<file path="config.mk">
export PLATFORM = sky130hd
export DESIGN_NAME = tetris_2048_cmd_sched
export DESIGN_NICKNAME = d
export VERILOG_FILES = /design/src/rtl/tetris_2048_pkg.sv /design/src/rtl/tetris_2048_debounce.sv /design/src/rtl/tetris_2048_cmd_sched.sv
export SDC_FILE = /design/constraint.sdc
export NUM_CORES = 1
export LEC_CHECK = 0
export ABC_AREA = 0
export BUFFER_PORTS_ARGS = -buffer_cell sky130_fd_sc_hd__buf_2
export CAP_MARGIN = 20
export CORE_UTILIZATION = 65
export DETAILED_ROUTE_END_ITERATION = 8
export PLACE_DENSITY = 0.91
export SYNTH_ARGS = -nofsm -noshare
export SYNTH_HDL_FRONTEND = slang
export SYNTH_SLANG_ARGS = --single-unit
</file>
<file path="constraint.sdc">
create_clock -name clk -period 5.5 [get_ports clk]
set_input_delay 0.55 -clock clk [delete_from_list [all_inputs] [get_ports clk]]
set_output_delay 0.55 -clock clk [all_outputs]
set_load 0.01 [all_outputs]
</file>
<file path="src/rtl/tetris_2048_pkg.sv">
// Shared definitions for the tetris_2048 command scheduler.
// Holds the 2-bit command codes carried in the command FIFO and the
// issuer FSM state encoding.
package tetris_2048_pkg;

    typedef enum logic [1:0] {
        CMD_NONE = 2'd0,
        CMD_L    = 2'd1,
        CMD_R    = 2'd2,
        CMD_DROP = 2'd3
    } cmd_t;

    typedef enum logic [1:0] {
        IDLE  = 2'd0,
        ISSUE = 2'd1,
        GAP   = 2'd2
    } iss_state_t;

endpackage

</file>
<file path="src/rtl/tetris_2048_debounce.sv">
// One push-button conditioner: 2-flop synchronizer followed by a
// consecutive-sample debouncer.
// Ports:
//   clk, rst : clock, synchronous active-high reset
//   btn      : raw asynchronous button, active-high
//   level    : debounced level
module tetris_2048_debounce #(
    parameter int DEBOUNCE_CYCLES = 500000
) (
    input  logic clk,
    input  logic rst,
    input  logic btn,
    output logic level
);
    localparam int CW = (DEBOUNCE_CYCLES < 2) ? 1 : $clog2(DEBOUNCE_CYCLES);

    logic [1:0]    sync;
    logic [CW-1:0] cnt;

    always_ff @(posedge clk) begin
        if (rst) begin
            sync  <= 2'b00;
            cnt   <= '0;
            level <= 1'b0;
        end else begin
            sync <= {sync[0], btn};
            // cnt counts consecutive samples that disagree with level; the
            // flip happens on the DEBOUNCE_CYCLES-th such sample.
            if (sync[1] == level) begin
                cnt <= '0;
            end else if (cnt == CW'(DEBOUNCE_CYCLES - 1)) begin
                level <= sync[1];
                cnt   <= '0;
            end else begin
                cnt <= cnt + 1'b1;
            end
        end
    end

endmodule

</file>
<file path="src/rtl/tetris_2048_cmd_sched.sv">
// Command scheduler between the board buttons and tetris_2048_core.
// Debounces three buttons, turns presses into queued commands, and issues
// them as single-cycle pulses spaced so the core can finish each action.
// Ports:
//   clk, rst                  : clock, synchronous active-high reset
//   btn_l, btn_r, btn_drop    : raw buttons, active-high
//   core_busy                 : core still processing a drop/merge
//   game_over                 : flushes the queue and freezes issuing
//   core_btn_l/_r/_drop       : registered command pulses to the core
//   fifo_count                : number of queued commands
//   overflow                  : sticky, a command was dropped on a full FIFO
module tetris_2048_cmd_sched
    import tetris_2048_pkg::*;
#(
    parameter int DEBOUNCE_CYCLES = 500000,
    parameter int DEPTH           = 4,
    parameter int MOVE_GAP        = 2,
    parameter int DROP_GAP        = 8
) (
    input  logic                       clk,
    input  logic                       rst,
    input  logic                       btn_l,
    input  logic                       btn_r,
    input  logic                       btn_drop,
    input  logic                       core_busy,
    input  logic                       game_over,
    output logic                       core_btn_l,
    output logic                       core_btn_r,
    output logic                       core_btn_drop,
    output logic [$clog2(DEPTH+1)-1:0] fifo_count,
    output logic                       overflow
);
    localparam int PW   = $clog2(DEPTH);
    localparam int CW   = $clog2(DEPTH + 1);
    localparam int GMAX = (MOVE_GAP > DROP_GAP) ? MOVE_GAP : DROP_GAP;
    localparam int GW   = (GMAX < 2) ? 1 : $clog2(GMAX + 1);

    // Button conditioning
    logic lvl_l, lvl_r, lvl_drop;

    tetris_2048_debounce #(.DEBOUNCE_CYCLES(DEBOUNCE_CYCLES)) u_db_l (
        .clk(clk), .rst(rst), .btn(btn_l), .level(lvl_l));
    tetris_2048_debounce #(.DEBOUNCE_CYCLES(DEBOUNCE_CYCLES)) u_db_r (
        .clk(clk), .rst(rst), .btn(btn_r), .level(lvl_r));
    tetris_2048_debounce #(.DEBOUNCE_CYCLES(DEBOUNCE_CYCLES)) u_db_drop (
        .clk(clk), .rst(rst), .btn(btn_drop), .level(lvl_drop));

    // Press detection and arbitration; bit order is {drop, l, r}
    logic [2:0] lvl_q, press, pend, cand, grant;
    cmd_t       push_cmd;

    assign press = {lvl_drop, lvl_l, lvl_r} & ~lvl_q;
    // A fresh event competes in the same cycle it occurs so the enqueue
    // lands at the end of the debounced-rise cycle.
    assign cand  = pend | press;

    always_comb begin
        grant    = 3'b000;
        push_cmd = CMD_NONE;
        if (cand[2]) begin
            grant    = 3'b100;
            push_cmd = CMD_DROP;
        end else if (cand[1]) begin
            grant    = 3'b010;
            push_cmd = CMD_L;
        end else if (cand[0]) begin
            grant    = 3'b001;
            push_cmd = CMD_R;
        end
    end

    // Command FIFO
    cmd_t          mem [DEPTH];
    logic [PW-1:0] wr_ptr, rd_ptr;
    logic          full, pop, push_req, push;
    iss_state_t    state;

    assign full     = (fifo_count == CW'(DEPTH));
    assign pop      = (state == IDLE) && (fifo_count != '0) && !game_over;
    assign push_req = (grant != 3'b000) && !game_over;
    // A full FIFO still accepts a push when the head leaves this cycle.
    assign push     = push_req && (!full || pop);

    always_ff @(posedge clk) begin
        if (push) mem[wr_ptr] <= push_cmd;
    end

    always_ff @(posedge clk) begin
        if (rst) begin
            lvl_q      <= 3'b000;
            pend       <= 3'b000;
            wr_ptr     <= '0;
            rd_ptr     <= '0;
            fifo_count <= '0;
            overflow   <= 1'b0;
        end else begin
            lvl_q <= {lvl_drop, lvl_l, lvl_r};
            if (game_over) begin
                pend       <= 3'b000;
                wr_ptr     <= '0;
                rd_ptr     <= '0;
                fifo_count <= '0;
            end else begin
                // The granted flag clears whether the push lands or is lost.
                pend <= cand & ~grant;
                if (push)            wr_ptr   <= wr_ptr + 1'b1;
                if (pop)             rd_ptr   <= rd_ptr + 1'b1;
                if (push_req && !push) overflow <= 1'b1;
                if (push && !pop)      fifo_count <= fifo_count + 1'b1;
                else if (pop && !push) fifo_count <= fifo_count - 1'b1;
            end
        end
    end

    // Issuer FSM
    logic [GW-1:0] gap_cnt, gap_next;
    cmd_t          head;

    assign head     = mem[rd_ptr];
    assign gap_next = (gap_cnt == '0) ? '0 : gap_cnt - 1'b1;

    always_ff @(posedge clk) begin
        if (rst) begin
            state         <= IDLE;
            gap_cnt       <= '0;
            core_btn_l    <= 1'b0;
            core_btn_r    <= 1'b0;
            core_btn_drop <= 1'b0;
        end else begin
            case (state)
                IDLE: begin
                    if (pop) begin
                        state         <= ISSUE;
                        core_btn_l    <= (head == CMD_L);
                        core_btn_r    <= (head == CMD_R);
                        core_btn_drop <= (head == CMD_DROP);
                    end
                end
                ISSUE: begin
                    state         <= GAP;
                    gap_cnt       <= core_btn_drop ? GW'(DROP_GAP) : GW'(MOVE_GAP);
                    core_btn_l    <= 1'b0;
                    core_btn_r    <= 1'b0;
                    core_btn_drop <= 1'b0;
                end
                GAP: begin
                    // Leave once the count reaches zero and the core is free;
                    // this gives pulse spacing of gap + 2 cycles.
                    gap_cnt <= gap_next;
                    if (gap_next == '0 && !core_busy) state <= IDLE;
                end
                default: state <= IDLE;
            endcase
        end
    end

endmodule

</file>
==> flow_summary.json <==
{
  "status": "finished clean",
  "crit_path_top_delay_cell": "sky130_fd_sc_hd__a211oi_2",
  "core_region_area_um2": 6390,
  "grt_use_total": 0.235,
  "hold_violation_count_in_the_final_report": 0,
  "die_area_um2": 6980,
  "synth_flop_cell": "sky130_fd_sc_hd__dfxtp_1",
  "synth.most_common_cell": "sky130_fd_sc_hd__dfxtp_1",
  "hold_path_depth": 2,
  "antenna_found_initial": 0,
  "cp_class": "flip-flop to flip-flop",
  "routed_wirelength_um": 7920,
  "startpoint_type": "flip-flop",
  "final_gp_congestion": 0.831,
  "die_height_um": 83.6,
  "cts-htree-levels": 3,
  "timing.critical_path.arrival_ns": 2.96,
  "min_tclk_post_route_ns": 2.68,
  "drt_first_iter_violations": 133,
  "place_hpwl_um": 5580,
  "die_width_um": 83.6,
  "globalRouteMet1Util": 0.268,
  "cts_tree": "done",
  "pwr_density_cell_nw_per_um2": 284,
  "design.portCount": 14,
  "finalCritPeriodShare": 0.486,
  "max-slew-margin-rel": 0.540,
  "synthTopCellsByCount": "sky130_fd_sc_hd__dfxtp_1, sky130_fd_sc_hd__nor2_1, sky130_fd_sc_hd__xnor2_1",
  "end_kind": "flip-flop",
  "cp.buffers_inverters": 2,
  "setup_viol": 0,
  "main_combinational_cell_family_by_area_after_synthesis": "simple AND/OR/NAND/NOR gates",
  "cts.hold.buffers_added": 0,
  "post_cts.repair.setup_buffers": 0,
  "power.static_leakage_nw": 1.49,
  "netlist_area_um2": 4320,
  "fillers": 454,
  "total_neg_setup_slack_ns": 0,
  "muxShareOfSynthArea": 0.0269,
  "path_cells": "inv_1 -> ha_1 -> nor4b_1 -> a211oi_2 -> ha_1 -> inv_1 -> fa_1 -> xor2_1 -> or3_1 -> a21oi_1",
  "worst_ep_required_time_ns": 5.78,
  "critPathMaxFanout": 7,
  "antenna_violating_nets_post_route": 0,
  "synth_largest_type_area_fraction": 0.417,
  "maxCapViolCount": 0,
  "number_of_buffers_added_by_the_clock_tree_synthesis_step": 9,
  "peakVddDrop_mv": 0.267,
  "post_synth.cell_area_avg_um2": 9.24,
  "layout.cell_area.non_filler_um2": 4690,
  "critPathTopFamily": "adder cells",
  "vias_in_the_first_global_route": 3152,
  "synth-async-reset-ratio": 0,
  "rsz0062_at_grt": "no",
  "largest_net_degree_at_the_start_of_global_routing": 31,
  "postCtsResizedCells": 0,
  "clock_transition_at_path_regs_ns": 0.09,
  "post_drt_via_cell_ratio": 5.82,
  "clkSinkCount": 98,
  "timing.reg2reg.worst_path_depth": 10,
  "synth_nets": 488,
  "final_nets": 506,
  "route.detailed.drc": 0,
  "sequential_cell_area_um2": 2040,
  "synthAdderAreaFrac": 0.0394,
  "groute.layer.met3.usage": 0.0524,
  "slew_of_the_pin_with_the_lowest_slew_margin_ns": 0.690,
  "ys_ff_latch": 98,
  "placement.io_buffers": 13,
  "grt_most_used_layer": "met2",
  "yosysUniqueCellTypes": 48,
  "gr-total-overflow": 0,
  "synth_edf_count": 8,
  "timing.fmax_mhz": 374,
  "synth_area_leaders": "sky130_fd_sc_hd__dfxtp_1, sky130_fd_sc_hd__xnor2_1, sky130_fd_sc_hd__nor2_1, sky130_fd_sc_hd__edfxtp_1, sky130_fd_sc_hd__ha_1",
  "total_number_of_yosys_warnings": 0,
  "clockBufferDepth": 2,
  "placement.cell_area_um2": 4450,
  "finalMaxSlewViolations": 0,
  "synth_compound_gate_area_share": 0.0619,
  "route.detailed.wl_per_inst_um": 13.9,
  "timing.critical_path.slowest_cell_delay_ns": 0.44,
  "syn_inst": 468,
  "synthDominantAreaCellType": "sky130_fd_sc_hd__dfxtp_1",
  "worst_clock_skew_ns": 0.00765,
  "multi_input_area_um2": 2160,
  "cp_num_cells": 10,
  "clockRootBuffer": "sky130_fd_sc_hd__clkbuf_8",
  "worstHoldPathType": "input port to flip-flop",
  "post_route_core_utilization": 0.735,
  "starting_density": 0.677,
  "globalRouteMet2Util": 0.434,
  "synthToLayoutAreaGrowth_pct": 8.57,
  "worstSkewPairLatency_ns": 0.35,
  "synth-simple-area-share": 0.272,
  "drive_gt1_frac": 0.0876,
  "grt_pass1_wl_um": 13400,
  "antenna_diodes": 0,
  "row_count": 29,
  "synth_sequential_area_ratio": 0.472,
  "synthXorXnorAreaFrac": 0.0993,
  "dr.pass1.iters": 4,
  "detailroute.via_count": 3308
}
-- worst register-to-register path, delay by kind of cell (launching register included) --
kind,cells,cell delay [ns]
buf+inv,2,0.17
fa+ha+maj,3,0.90
compound gates,2,0.62
xor+xnor,1,0.16
flops,1,0.34
simple gates,2,0.42
-- flip-flops by register name, indices dropped and copies added, names as in the netlist, 3 cells and up, named ones only --
name and cells:
u_db_drop.cnt 19, u_db_l.cnt 19, u_db_r.cnt 19, mem 8, gap_cnt 4, fifo_count 3
lvl_q 3
-- metrics by stage --
step                hold WS, ns  total power, mW  setup WS [ns]  instances
floorplan                 0.414            0.815           3.13        468
global placement          0.429            0.827           3.04        550
detailed placement        0.426            0.833           2.85        550
CTS                       0.391             1.34           2.82        566
global route              0.398             1.38           2.63        568
finish                    0.405             1.33           2.82        568
-- cell usage in the layout, fill, tap and decap left out, types with 7 or more instances in the layout --
cell type and n:
sky130_fd_sc_hd__dfxtp_1 90, sky130_fd_sc_hd__nor2_1 69, sky130_fd_sc_hd__xnor2_1 37, sky130_fd_sc_hd__nand2_1 28, sky130_fd_sc_hd__inv_1 24, sky130_fd_sc_hd__nand4_1 19
sky130_fd_sc_hd__nor3_1 19, sky130_fd_sc_hd__nand3_1 16, sky130_fd_sc_hd__nor4_1 15, sky130_fd_sc_hd__a21oi_1 13, sky130_fd_sc_hd__buf_2 13, sky130_fd_sc_hd__xor2_1 12
sky130_fd_sc_hd__ha_1 12, sky130_fd_sc_hd__nand2b_1 10, sky130_fd_sc_hd__o21ai_0 10, sky130_fd_sc_hd__nor2b_1 10, sky130_fd_sc_hd__clkbuf_8 10, sky130_fd_sc_hd__and2_1 8
sky130_fd_sc_hd__edfxtp_1 8, sky130_fd_sc_hd__or3_1 7
-- power by group --
group	switching, mW	leakage, nW	internal, mW
clock	0.242	0.114	0.272
combinational	0.0473	0.585	0.0336
sequential	0.00901	0.795	0.727
-- cells by family (layout without fill, tap and decap cells) --
group	Yosys count	in the layout
DFF	98	98
muxes	9	9
xor gates and xnor gates	49	49
buffers and inverters	32	55
and+or+nand+nor	226	226
adders and majority gates	13	13
AOI/OAI and AO/OA	41	41
-- final cells by class --
type | count | area share
multi-input cells | 338 | 0.460
flip-flops and latches | 98 | 0.435
clock buffers | 11 | 0.0301
well taps | 77 | 0.0205
inverters | 24 | 0.0192
clock inverters | 5 | 0.0179
repair buffers | 15 | 0.0171
-- layer usage --
layer,vias up,share of wire
li1,1671,-
met1,1555,0.44
met2,64,0.52
met3,18,0.028
met4,0,0.020
met5,-,0
-- worst paths after layout --
kind / from / endpoint / slack, ns
worst max-delay path: state[0]$_SDFFE_PP0P_ / fifo_count[2]$_SDFFE_PP0P_ / 2.82
worst min-delay path: btn_r / u_db_r.sync[0]$_SDFF_PP0_ / 0.41
worst max register to register: state[0]$_SDFFE_PP0P_ / fifo_count[2]$_SDFFE_PP0P_ / 2.82
worst min register to register: u_db_l.sync[0]$_SDFF_PP0_ / u_db_l.sync[1]$_SDFF_PP0_ / 0.45
Note: power is estimated with default switching activity, not from simulation.
